$ cat src/rtl/rc5_core.sv
// RC5 block cipher core: one half-round per clock, encrypt and decrypt.
// The key table S[0..T-1] is loaded word by word through key_we while the
// core is idle. A block is taken in through a valid/ready handshake, runs for
// 2R+1 cycles, and is held in DONE until the consumer takes it.
//
// Handshake rule (both ports): a transfer happens on a rising clock edge where
// valid and ready are both high. in_ready and out_valid come straight from the
// state register. The result words stay stable while out_valid waits for
// out_ready.
module rc5_core #(
    parameter int W = 8,
    parameter int R = 6
) (
    input  logic         clock,
    input  logic         reset,
    input  logic         key_we,
    input  logic [5:0]   key_addr,
    input  logic [W-1:0] key_data,
    input  logic         in_valid,
    output logic         in_ready,
    input  logic         in_mode,
    input  logic [W-1:0] in_a,
    input  logic [W-1:0] in_b,
    output logic         out_valid,
    input  logic         out_ready,
    output logic [W-1:0] out_a,
    output logic [W-1:0] out_b,
    output logic [2:0]   dbg_state
);

    localparam int T  = 2 * R + 2;
    localparam int IW = $clog2(T);
    localparam int LW = $clog2(W);

    localparam logic [6:0]    T_LIM  = 7'(T);
    localparam logic [IW-1:0] I_LAST = IW'(R);
    localparam logic [IW-1:0] I_ONE  = IW'(1);

    typedef enum logic [2:0] {
        IDLE = 3'd0,
        PRE  = 3'd1,
        HA   = 3'd2,
        HB   = 3'd3,
        POST = 3'd4,
        DONE = 3'd5
    } state_t;

    state_t        state_q, state_n;
    logic [W-1:0]  a_q, a_n;
    logic [W-1:0]  b_q, b_n;
    logic [IW-1:0] i_q, i_n;
    logic          mode_q, mode_n;

    logic [W-1:0]  s_tab [T];

    // Key-table addresses for the current round: 2i and 2i+1.
    // 2i never exceeds T-1, so the top bit of i is always zero here.
    logic [IW-1:0] ka, kb;
    logic [W-1:0]  s_ka, s_kb;
    logic [IW-1:0] wr_ix;
    logic          key_hit;

    // Half-round results for both directions.
    logic [W-1:0]  enc_a, enc_b, dec_a, dec_b;

    // Left rotate by the low log2(W) bits of the amount word.
    function automatic logic [W-1:0] rotl(input logic [W-1:0] x, input logic [LW-1:0] n);
        return (x << n) | (x >> (W - int'(n)));
    endfunction

    // Right rotate by the low log2(W) bits of the amount word.
    function automatic logic [W-1:0] rotr(input logic [W-1:0] x, input logic [LW-1:0] n);
        return (x >> n) | (x << (W - int'(n)));
    endfunction

    assign ka      = {i_q[IW-2:0], 1'b0};
    assign kb      = {i_q[IW-2:0], 1'b1};
    assign s_ka    = s_tab[ka];
    assign s_kb    = s_tab[kb];
    assign wr_ix   = IW'(key_addr);
    assign key_hit = key_we && (state_q == IDLE) && ({1'b0, key_addr} < T_LIM);

    // Encrypt HB and decrypt HA both use the word that was updated one cycle
    // earlier, and that word is already in its register.
    assign enc_a = rotl(a_q ^ b_q, b_q[LW-1:0]) + s_ka;
    assign enc_b = rotl(b_q ^ a_q, a_q[LW-1:0]) + s_kb;
    assign dec_b = rotr(b_q - s_kb, a_q[LW-1:0]) ^ a_q;
    assign dec_a = rotr(a_q - s_ka, b_q[LW-1:0]) ^ b_q;

    assign in_ready  = (state_q == IDLE);
    assign out_valid = (state_q == DONE);
    assign out_a     = a_q;
    assign out_b     = b_q;
    assign dbg_state = state_q;

    // State register.
    always_ff @(posedge clock or posedge reset) begin
        if (reset) begin
            state_q <= IDLE;
        end else begin
            state_q <= state_n;
        end
    end

    // Datapath registers: working words, round index and direction.
    always_ff @(posedge clock or posedge reset) begin
        if (reset) begin
            a_q    <= '0;
            b_q    <= '0;
            i_q    <= '0;
            mode_q <= 1'b0;
        end else begin
            a_q    <= a_n;
            b_q    <= b_n;
            i_q    <= i_n;
            mode_q <= mode_n;
        end
    end

    // Key table. Writes are accepted only while idle and only for in-range
    // addresses, so a running block always sees a constant table.
    always_ff @(posedge clock or posedge reset) begin
        if (reset) begin
            for (int j = 0; j < T; j++) begin
                s_tab[j] <= '0;
            end
        end else if (key_hit) begin
            s_tab[wr_ix] <= key_data;
        end
    end

    // Next-state and datapath sequencing.
    always_comb begin
        state_n = state_q;
        a_n     = a_q;
        b_n     = b_q;
        i_n     = i_q;
        mode_n  = mode_q;
        case (state_q)
            IDLE: begin
                if (in_valid) begin
                    a_n    = in_a;
                    b_n    = in_b;
                    mode_n = in_mode;
                    if (in_mode) begin
                        i_n     = I_LAST;
                        state_n = HB;
                    end else begin
                        i_n     = I_ONE;
                        state_n = PRE;
                    end
                end
            end
            PRE: begin
                a_n     = a_q + s_tab[0];
                b_n     = b_q + s_tab[1];
                state_n = HA;
            end
            HA: begin
                if (!mode_q) begin
                    a_n     = enc_a;
                    state_n = HB;
                end else begin
                    a_n = dec_a;
                    if (i_q > I_ONE) begin
                        i_n     = i_q - I_ONE;
                        state_n = HB;
                    end else begin
                        state_n = POST;
                    end
                end
            end
            HB: begin
                if (!mode_q) begin
                    b_n = enc_b;
                    if (i_q < I_LAST) begin
                        i_n     = i_q + I_ONE;
                        state_n = HA;
                    end else begin
                        state_n = DONE;
                    end
                end else begin
                    b_n     = dec_b;
                    state_n = HA;
                end
            end
            POST: begin
                b_n     = b_q - s_tab[1];
                a_n     = a_q - s_tab[0];
                state_n = DONE;
            end
            DONE: begin
                // Returning to IDLE here means in_ready rises only after the
                // handshake edge, so no block is accepted on that same edge.
                if (out_ready) begin
                    state_n = IDLE;
                end
            end
            default: begin
                state_n = IDLE;
            end
        endcase
    end

endmodule
$ cat config.mk
export PLATFORM = sky130hd
export DESIGN_NAME = rc5_core
export DESIGN_NICKNAME = d
export VERILOG_FILES = /design/src/rtl/rc5_core.sv
export SDC_FILE = /design/constraint.sdc
export NUM_CORES = 1
export LEC_CHECK = 0
export ABC_AREA = 0
export CORE_UTILIZATION = 50
export DETAILED_ROUTE_END_ITERATION = 6
export DONT_BUFFER_PORTS = 1
export GPL_ROUTABILITY_DRIVEN = 0
export GPL_TIMING_DRIVEN = 0
export PLACE_DENSITY = 0.72
export SYNTH_ARGS = -nofsm -noshare
export SYNTH_HDL_FRONTEND = slang
export SYNTH_SLANG_ARGS = --single-unit
export TNS_END_PERCENT = 5
$ cat constraint.sdc
create_clock -name clock -period 6.52 [get_ports clock]
set_clock_uncertainty 0.15 [all_clocks]
set_input_delay 1.304 -clock clock [delete_from_list [all_inputs] [get_ports clock]]
set_output_delay 1.304 -clock clock [all_outputs]
set_load 0.005 [all_outputs]
[Word-level counts from Yosys, hierarchy flattened]
Index checks and enable logic that the tools add are counted.
Operators by class
  add/subtract/negate cells: 12
  order comparisons: 7
  equality and inequality tests: 11
  shift-type cells: 8
  multiplexer cells: 30
  bitwise logic cells: 10
  reduce and logical (&&, ||, !) cells: 12
Operators with widths (count)
  $bwmux W112: 1
  $mux W8: 9
  $bmux W8 S4: 2
  $pmux W8 S4: 2
  $shl A8 B32 Y8: 2
  $shr A8 B32 Y8: 2
  $add A8 B8 Y8: 4
  $demux W8 S4: 1
  $or A8 B8 Y8: 4
  $sub A8 B8 Y8: 4
  $xor A8 B8 Y8: 3
  $mux W3: 7
  $mux W4: 5
  $pmux W3 S6: 1
  $shl A8 B3 Y8: 2
  $shr A8 B3 Y8: 2
  $ge A5 B5 Y1 const B: 3
  $not A4 Y5: 3
  $pmux W4 S3: 1
  $ne A2 B2 Y1 const B: 5
  $sub A4 B3 Y5 const A: 2
  $reduce_and A2 Y1: 4
  $reduce_bool A4 Y1: 2
  $eq A3 B2 Y1 const B: 2
  14 further kinds: 17
Word-level totals
  register bits after elaboration: 136
  bits of input ports: 36
  output and inout port bits: 21
  logic and storage cells: 109

[Longest topological paths before layout]
  depth after elaboration: 10
  depth in mapped cells: 25

[Worst setup path before layout]
Ideal clock, no wire load.
  path kind: reg-to-reg
  from: reg b_q[0], in the netlist out_b[0]
  to: reg a_q[4], in the netlist out_a[4]
  data arrival time: 4.531 ns
  required time: 6.244 ns
  path slack: 1.713 ns
  cell stages (with the launch flop): 25
  period minus slack after synthesis: 4.807 ns
  cell sequence: dfrtp_1 clkbuf_1 inv_1 clkbuf_1 buf_1 ha_1 clkbuf_1 clkbuf_1 nor2_1 a211oi_1 a211oi_1 a21oi_1 nor2_1 a21oi_1 ha_1 inv_1 fa_1 nor2b_1 o21ai_0 nand2b_1 xnor2_1 o21ai_0 a221oi_1 nand2_1 o32a_1
Between the ends
  cells in the longest elaborated chain, start to end: 6
  elaborated cells on any way between the ends: 12
Ends and longest elaborated chain
  start: declaration: RTL line 50  | logic [W-1:0] b_q, b_n;
  start signal: assignment: RTL line 114  | b_q <= b_n;
  $sub A4 B3 Y5 or $xor A8 B8 Y8 (tied branches): RTL line 68, 73, 85
  $shr A8 B32 Y8, or another cell as far along: RTL line 68  | return (x << n) | (x >> (W - int'(n)));
  $or A8 B8 Y8 (on tied branches): RTL line 68, 73
  $add A8 B8 Y8 or $xor A8 B8 Y8 (tied branches): RTL line 85, 88
  $mux W8 (*): RTL line 160  | if (!mode_q) begin
  $pmux W8 S4 (*): RTL line 139  | case (state_q)
  end signal: assignment: RTL line 113  | a_q <= a_n;
  end: declaration: RTL line 49  | logic [W-1:0] a_q, a_n;
Every way passes the cells marked *; elsewhere a longest branch is shown, timed or not.
A chain may end at the register's enable or synchronous reset.

[Worst setup path in the final report]
  from: reg a_q[0], in the netlist out_a[0]
  to: reg b_q[4], in the netlist out_b[4]
Between the ends
  cells in the longest elaborated chain, start to end: 6
  elaborated cells on any way between the ends: 12
Ends and longest elaborated chain
  $sub A4 B3 Y5 or $xor A8 B8 Y8 (tied branches): RTL line 68, 73, 86
  $shr A8 B32 Y8, or another cell as far along: RTL line 68
  $or A8 B8 Y8 (on tied branches): RTL line 68, 73
  $add A8 B8 Y8 or $xor A8 B8 Y8 (tied branches): RTL line 86, 87
  $mux W8 (*): RTL line 174  | if (!mode_q) begin
  $pmux W8 S4 (*): RTL line 139
Marks and branches as above.

==> flow_summary.ini <==
[worst_setup_path]
arrival_ns = 6.17
cp.required_ns = 6.70
worstPathMaxFanout = 13
critPathKind = flip-flop to flip-flop
end_kind = flip-flop
startpoint_type = flip-flop

[timing]
setup_viol = 0
fin_crit_sh_pct = 91.8
slew_viol_final = 0
tightest_slew_ns = 0.992
rsz0062_at_grt = false
post-route-min-period_ns = 5.99
fin_ws_ns = 0.534
hold_viol = 0
fmax_mhz = 167
max-slew-margin-rel_pct = 33.9

[cts]
clock-sinks = 136
tritoncts = yes
cts_root_buf = clkbuf_16
clock_latency_ns = 0.42
clk_pin_slew_ns = 0.06
cts_resized = 0
cts_setup_buffers = 0
numCtsBuffers = 17
ctsHoldBuffers = 0
clockBufferDepth = 2
ctsHtreeMaxLevel = 4

[global_route]
overflow = 0
track_usage_pct = 30.6
antenna_found_initial = 1
grt_max_degree = 80
grt_pass1_vias = 9678
grt_pass1_wl_um = 52600

[route]
routed_wl_um = 33700
via_per_inst = 6.39
routedWlPerCell_um = 21.8
drc = 0
vias = 9882
drt_iter0_markers = 728
first_pass_iters = 6
ant_nets = 0

[final_layout]
fin_nets = 1346
area_growth_pct = 9.58
drive_gt1_share_pct = 14.9
fin_util_pct = 55.8
nFillCells = 1897

[run]
maxCapViolations = 0

[logic_synthesis]
yosys-top-cells-area = dfrtp_1 31%, mux2_2 12%, ha_1 5.8%
yosysSeqAreaShare_pct = 30.6
synth_cells = 1232
synthArstFlopShare_pct = 100
yosysMostFrequentCell = dfrtp_1
synth-main-ff-cell = dfrtp_1
synth_area_mm2 = 0.0111
syn-num-nets = 1326
synth_commonest_cells = 136 x dfrtp_1, 129 x nor2_1, 116 x mux2_2
avgSynthCellArea_um2 = 9.03
ys_types = 75
synth-seq-cells = 136
yosysTopAreaCellShare_pct = 30.6
synth_edf_count = 0
yosysTopAreaCell = dfrtp_1
ys_warn_count = 0

[die]
die_h_um = 151
core_mm2 = 0.0218
die-area_mm2 = 0.0228
initial_core_util_pct = 51.0
die_w_um = 151
rows = 54
ios = 57

[placed_design]
hpwl_um = 25200
dpl_worst_slack_ns = 0.377
place.port_buffers = 0

[min_path]
min_path_type = flip-flop to flip-flop

[outcome]
outcome = completed
metal layers:
layer | track usage, % | wire (um)
met2 | 48.9 | 15500
met3 | 6.72 | 2850
met1 | 38.6 | 13800
met5 | 0 | 13
met4 | 16.7 | 1590
cells by family (layout without fill, tap and decap cells):
kind of cell               after synthesis  after routing  synth area share, %
adders and majority gates               58             58                 6.93
xor gates and xnor gates                64             64                 5.17
other                                    0              1                    0
DFF                                    136            136                 30.6
buffers and inverters                  122            155                 4.27
AOI/OAI and AO/OA                      324            324                 18.9
muxes                                  173            173                 19.4
and+or+nand+nor                        355            355                 14.7
final cells by class:
class | count | area (um^2) | share of cell area, %
Antenna cell | 1 | 2.50 | 0.0205
Buffer | 75 | 302 | 2.47
Clock buffer | 22 | 464 | 3.81
Clock inverter | 10 | 214 | 1.76
Inverter | 47 | 181 | 1.49
Multi-Input combinational cell | 974 | 7240 | 59.4
Sequential cell | 136 | 3400 | 27.9
Tap cell | 280 | 350 | 2.87
Timing Repair Buffer | 1 | 27.5 | 0.226
sequential cells by signal, indices dropped and copies added, names as in the netlist:
signal and cells:
out_a 8, dbg_state 3, i_q 4, s_tab 112, out_b 8, mode_q 1
layout by cell type, fill, tap and decap left out, types with 19 or more instances in the layout:
| cell | count |
|---|---|
| nor3_1 | 30 |
| mux2i_1 | 34 |
| a21oi_1 | 85 |
| xnor2_1 | 41 |
| nor2_1 | 129 |
| nor2b_1 | 22 |
| dfrtp_1 | 136 |
| o21ai_0 | 71 |
| ha_1 | 52 |
| clkbuf_1 | 66 |
| a31oi_1 | 19 |
| inv_1 | 45 |
| a21o_1 | 25 |
| mux4_2 | 22 |
| xor2_1 | 21 |
| nand2_1 | 98 |
| mux2_2 | 116 |
through the flow:
stage	hold slack, ns	TNS, ns	area (um^2)	instances
final	0.350	0	12200	1546
after global routing	0.361	0	12200	1545
after CTS	0.354	0	12200	1545
after detailed placement	0.341	0	11500	1513
after global placement	0.332	-4.98	11500	1512
after floorplan	0.324	0	11100	1232
final timing paths:
kind / startpoint / endpoint / slack (ns) / cells past startpoint
worst max-delay path: out_a[0]$_DFFE_PP0P_ / out_b[4]$_DFFE_PP0P_ / 0.53 / 22
worst min-delay path: s_tab[64]$_DFFE_PP0P_ / s_tab[64]$_DFFE_PP0P_ / 0.35 / 1
worst max register to register: out_a[0]$_DFFE_PP0P_ / out_b[4]$_DFFE_PP0P_ / 0.53 / 22
worst min register to register: s_tab[64]$_DFFE_PP0P_ / s_tab[64]$_DFFE_PP0P_ / 0.35 / 1
max in group asynchronous: reset / out_b[3]$_DFFE_PP0P_ / 4.80 / 2
min in group asynchronous: reset / s_tab[76]$_DFFE_PP0P_ / 0.66 / 1
critical path: stages (launching register included):
cell      delay [ns]
dfrtp_1         0.45
clkbuf_1        0.37
inv_1           0.19
clkbuf_1        0.27
clkbuf_2        0.37
ha_1            0.39
clkbuf_1        0.29
clkbuf_1        0.41
clkbuf_1        0.40
o211ai_1        0.13
o211ai_1        0.13
a21oi_1         0.09
a21oi_1         0.26
ha_1            0.22
inv_1           0.05
fa_1            0.39
nor2b_1         0.12
o21ai_0         0.07
nand2b_1        0.11
xnor2_1         0.10
o311ai_0        0.56
o22ai_1         0.14
a211oi_1        0.23
Power is left out: the tool's default activity adds up to more than one toggle a clock period on the data nets, which glitch-free logic cannot reach.
